<file path="src/rtl/bram1_pkg.sv">
// Shared helpers for the BRAM1 server adapter: read latency and credit counter width.
package bram1_pkg;

  function automatic int lat_f(input int pipelined);
    return 1 + pipelined;
  endfunction

  // Credit counter must represent 0..depth inclusive.
  function automatic int credit_w_f(input int depth);
    return $clog2(depth + 1);
  endfunction

endpackage

</file>
<file path="src/rtl/bram1_rsp_fifo.sv">
// Response buffer: circular FIFO of read data, registered head, no bypass path.
module bram1_rsp_fifo import bram1_pkg::*; #(
  parameter int DATA_WIDTH = 1,
  parameter int RSP_DEPTH  = 4
) (
  input  logic                  clk_i,
  input  logic                  rst_i,
  input  logic                  push_i,
  input  logic [DATA_WIDTH-1:0] push_data_i,
  input  logic                  pop_i,
  output logic                  valid_o,
  output logic [DATA_WIDTH-1:0] data_o
);
  localparam int PW = $clog2(RSP_DEPTH);
  localparam int CW = credit_w_f(RSP_DEPTH);

  logic [DATA_WIDTH-1:0] mem_q [RSP_DEPTH];
  logic [PW-1:0]         wr_q, rd_q;
  logic [CW-1:0]         cnt_q;

  // Pointers wrap at RSP_DEPTH, which need not be a power of two.
  function automatic logic [PW-1:0] inc_f(input logic [PW-1:0] p);
    return (p == PW'(RSP_DEPTH - 1)) ? '0 : p + PW'(1);
  endfunction

  always_ff @(posedge clk_i) begin
    if (push_i) mem_q[wr_q] <= push_data_i;
  end

  always_ff @(posedge clk_i) begin
    if (rst_i) begin
      wr_q  <= '0;
      rd_q  <= '0;
      cnt_q <= '0;
    end else begin
      if (push_i) wr_q <= inc_f(wr_q);
      if (pop_i)  rd_q <= inc_f(rd_q);
      cnt_q <= cnt_q + CW'(push_i) - CW'(pop_i);
    end
  end

  assign valid_o = (cnt_q != '0);
  assign data_o  = mem_q[rd_q];

endmodule

</file>
<file path="src/rtl/bram1_server_adapter.sv">
// Request/response wrapper around a single-port BRAM: credit-based flow control
// guarantees every issued read has a slot in the response buffer.
module bram1_server_adapter import bram1_pkg::*; #(
  parameter int PIPELINED  = 0,
  parameter int ADDR_WIDTH = 1,
  parameter int DATA_WIDTH = 1,
  parameter int RSP_DEPTH  = 4
) (
  input  logic                  CLK,
  input  logic                  RST,
  input  logic                  req_valid,
  output logic                  req_ready,
  input  logic                  req_we,
  input  logic [ADDR_WIDTH-1:0] req_addr,
  input  logic [DATA_WIDTH-1:0] req_data,
  output logic                  rsp_valid,
  input  logic                  rsp_ready,
  output logic [DATA_WIDTH-1:0] rsp_data,
  output logic                  bram_en,
  output logic                  bram_we,
  output logic [ADDR_WIDTH-1:0] bram_addr,
  output logic [DATA_WIDTH-1:0] bram_di,
  input  logic [DATA_WIDTH-1:0] bram_do
);
  localparam int LAT = lat_f(PIPELINED);
  localparam int CW  = credit_w_f(RSP_DEPTH);

  logic [CW-1:0]  credit_q, credit_d;
  logic [LAT-1:0] vld_q, vld_d;
  logic           acc, rd_acc, pop, fifo_valid;

  // Credits cover both buffered entries and reads still inside the BRAM pipe.
  assign req_ready = !RST && (credit_q < CW'(RSP_DEPTH));
  assign acc       = req_valid && req_ready;
  assign rd_acc    = acc && !req_we;

  assign bram_en   = acc;
  assign bram_we   = acc && req_we;
  assign bram_addr = req_addr;
  assign bram_di   = req_data;

  assign rsp_valid = fifo_valid && !RST;
  assign pop       = rsp_valid && rsp_ready;

  always_comb begin
    vld_d    = LAT'({vld_q, rd_acc});
    credit_d = credit_q + CW'(rd_acc) - CW'(pop);
  end

  always_ff @(posedge CLK) begin
    if (RST) begin
      vld_q    <= '0;
      credit_q <= '0;
    end else begin
      vld_q    <= vld_d;
      credit_q <= credit_d;
    end
  end

  bram1_rsp_fifo #(
    .DATA_WIDTH (DATA_WIDTH),
    .RSP_DEPTH  (RSP_DEPTH)
  ) u_fifo (
    .clk_i       (CLK),
    .rst_i       (RST),
    .push_i      (vld_q[LAT-1]),
    .push_data_i (bram_do),
    .pop_i       (pop),
    .valid_o     (fifo_valid),
    .data_o      (rsp_data)
  );

endmodule

</file>
<file path="config.mk">
export PLATFORM = sky130hd
export DESIGN_NAME = bram1_server_adapter
export DESIGN_NICKNAME = d
export VERILOG_FILES = /design/src/rtl/bram1_pkg.sv /design/src/rtl/bram1_rsp_fifo.sv /design/src/rtl/bram1_server_adapter.sv
export SDC_FILE = /design/constraint.sdc
export NUM_CORES = 1
export LEC_CHECK = 0
export ABC_AREA = 1
export BUFFER_PORTS_ARGS = -buffer_cell sky130_fd_sc_hd__buf_4
export CAP_MARGIN = 20
export CORE_ASPECT_RATIO = 1.75
export CORE_UTILIZATION = 25
export DETAILED_ROUTE_END_ITERATION = 10
export PLACE_DENSITY = 0.41
export REMOVE_ABC_BUFFERS = 1
export SYNTH_ARGS = -nofsm -noshare
export SYNTH_HDL_FRONTEND = slang
export SYNTH_SLANG_ARGS = --single-unit
</file>
<file path="constraint.sdc">
create_clock -name CLK -period 2.13 [get_ports CLK]
set_input_delay 0.1065 -clock CLK [delete_from_list [all_inputs] [get_ports CLK]]
set_output_delay 0.1065 -clock CLK [all_outputs]
set_load 0.01 [all_outputs]
</file>
==> qor.txt <==
Antenna Cells -> 0
reg2reg path depth -> 11
fin crit period -> 1.867 ns
Yosys Warn Count -> 0
vias per std cell -> 3.969
Slew Viols, Final -> 0
library cells used by synthesis -> 19
CTS tree -> done
Die Ht -> 81.41 microns
Mapped Area -> 900.9 sq um
Most common cell on crit path -> inv_1
period utilization -> 0.8765
antenna violations before repair -> 0
chip width -> 47.38 microns
DRT Pass-1 Iters -> 2
drt wl/cell -> 8.613 microns
# port buffers -> 10
CP endpoint kind -> flip-flop
setup TNS -> 0 ns
Worst Setup SP -> u_fifo.cnt_q[2]
DP HPWL -> 1111 microns
largest net degree at the start of global routing -> 13
Reg2Reg Setup Slack -> 0.26 ns
Worst Tran Pin Value -> 0.2773 ns
async set-reset flop share out of synthesis -> 0
# DRC -> 0
final net count -> 138
CP max FO -> 3
placeable core area -> 3398 sq um
crit-path max cell delay -> 0.37 ns
Setup Skew -> 0.001875 ns
RR Endpoint -> credit_q[2]
Top FF cell, synth -> dfxtp_1
min-delay worst type -> primary input to flip-flop
dpl cells -> 159
CP Class -> flip-flop to flip-flop
max-cap violations -> 0
final wirelength -> 1404 microns
DRT iter0 DRCs -> 9
largest cells by area after synthesis -> dfxtp_1, edfxtp_1, ha_1, inv_1, nand2_1
TritonCTS buffer count -> 3
Post-synth EDFFs -> 4
vias in the first global route -> 569
Vias -> 647
Crit-path slowest cell -> fa_1
Hold-fix buffers, CTS -> 0
final setup fails -> 0
CP Cell Sequence -> nor2_2 > nand2_2 > nand3_2 > inv_1 > ha_1 > inv_1 > ha_1 > fa_1 > inv_1 > nand3_1 > a21oi_1
IO Count -> 15
Synth Instances -> 108
Starting Density -> 0.2651
Post-CTS Setup Bufs -> 0
post_cts resized -> 0
Final Wtd Congestion -> 0.6610
count leader, synth -> inv_1
Die ar. -> 3857 sq um
Avg Inst Size Synth -> 8.341 sq um
root buf cell -> clkbuf_8
Critical Path End -> credit_q[2]
Synth top cells by count -> inv_1, nand2_1, dfxtp_1, nor2_1, ha_1
Max Root-Sink Buffers -> 2
H-tree Lvls -> 1
worst skew pair latency -> 0.25 ns
sequential share of the synthesized area -> 0.4222
Max VDD drop -> 0.3325 mV
Tot GR Track Use -> 0.08398
layout cells sized above 1 -> 0.1780
antenna violation net count after detailed routing -> 0
hold_ws -> 0.04012 ns
Worst-path clk slew -> 0.06 ns
area grow syn2layout -> 16.25%
status -> completed
Rows -> 28
Finished Layout Cells -> 163
post-synthesis register bit count -> 17
Startpoint Class -> flip-flop
LEAKAGE -> 0.5234 nW
first-pass GRT wire length -> 2263 microns
Max Freq -> 535.6 MHz
RSZ-0062 raised after global routing -> false
reg-to-reg startpoint -> u_fifo.cnt_q[2]
largest area contributor in the netlist -> dfxtp_1
GR Overflow Total -> 0
clk sinks -> 17
CP arrival -> 2.05 ns
Req. time, crit path -> 2.31 ns
PwrDens -> 952.7 nW/um^2
share of the synthesized area in the top cell type -> 0.2889
Fin. Hold Viols -> 0
Slew Limit Headroom -> 0.8149
## critical path, delay by kind of cell (launching register included)
kind / cells / cell delay [ns]
compound gates: 1 / 0.13
fa+ha+maj: 3 / 0.82
buf+inv: 3 / 0.16
flops: 1 / 0.33
simple gates: 4 / 0.37
## cell type report
type                            count  area [sq um]
Clock buffer                        4         45.04
Fill cell                         392          2351
Inverter                           29         108.9
Multi-Input combinational cell     58         381.6
Sequential cell                    17         380.4
Tap cell                           45         56.30
Timing Repair Buffer               10         75.07
## worst min-delay path by stage
stage               cells after the start  slack [ns]      from     endpoint
floorplan                               1        0.18       RST  credit_q[2]
global placement                        0        0.21  req_addr    bram_addr
detailed placement                      0        0.21  req_addr    bram_addr
CTS                                     2        0.03    req_we        vld_q
global route                            2        0.03    req_we        vld_q
finish                                  2        0.04    req_we        vld_q
## cells by family after synthesis
family                   Yosys count  share of synthesized area
flip-flops                        17                     0.4222
buffers and inverters             33                     0.1542
AO/OA/AOI/OAI                      8                    0.04444
AND/OR/NAND/NOR                   38                     0.2000
adder cells (fa/ha/maj)           11                     0.1694
XOR/XNOR                           1                   0.009724
## where the power goes
part	switching (mW)	internal, mW
clock	0.102	0.132
combinational	0.184	0.143
sequential	0.0423	0.394
## placed cells by master (no fill, tap or decap), drive strengths merged
cell / n
inv: 29
o21ai: 3
clkbuf: 4
ha: 9
nand3: 3
nand4: 2
nand2: 17
dfxtp: 13
edfxtp: 4
xnor2: 1
a21oi: 5
nor2: 15
nor3: 1
buf: 10
fa: 2
## metrics by stage
stage	instance area (sq um)	total power, mW	utilization	setup WS (ns)
floorplan	870.8	0.6772	-	0.2992
global placement	1002	0.7742	0.2949	0.2909
detailed placement	1002	0.7761	0.2949	0.2684
CTS	1047	1.022	0.3082	0.2443
global route	1047	1.099	0.3082	0.1037
finish	1047	0.9977	0.3082	0.2630
## routing by layer
layer,GRT usage,part of all wire,up-vias
li1,-,-,338
met1,0.07984,0.40,299
met2,0.1507,0.55,6
met3,0.01978,0.017,4
met4,0.05143,0.024,0
met5,0,0,-
No activity file was read; power rests on OpenSTA's default activity.
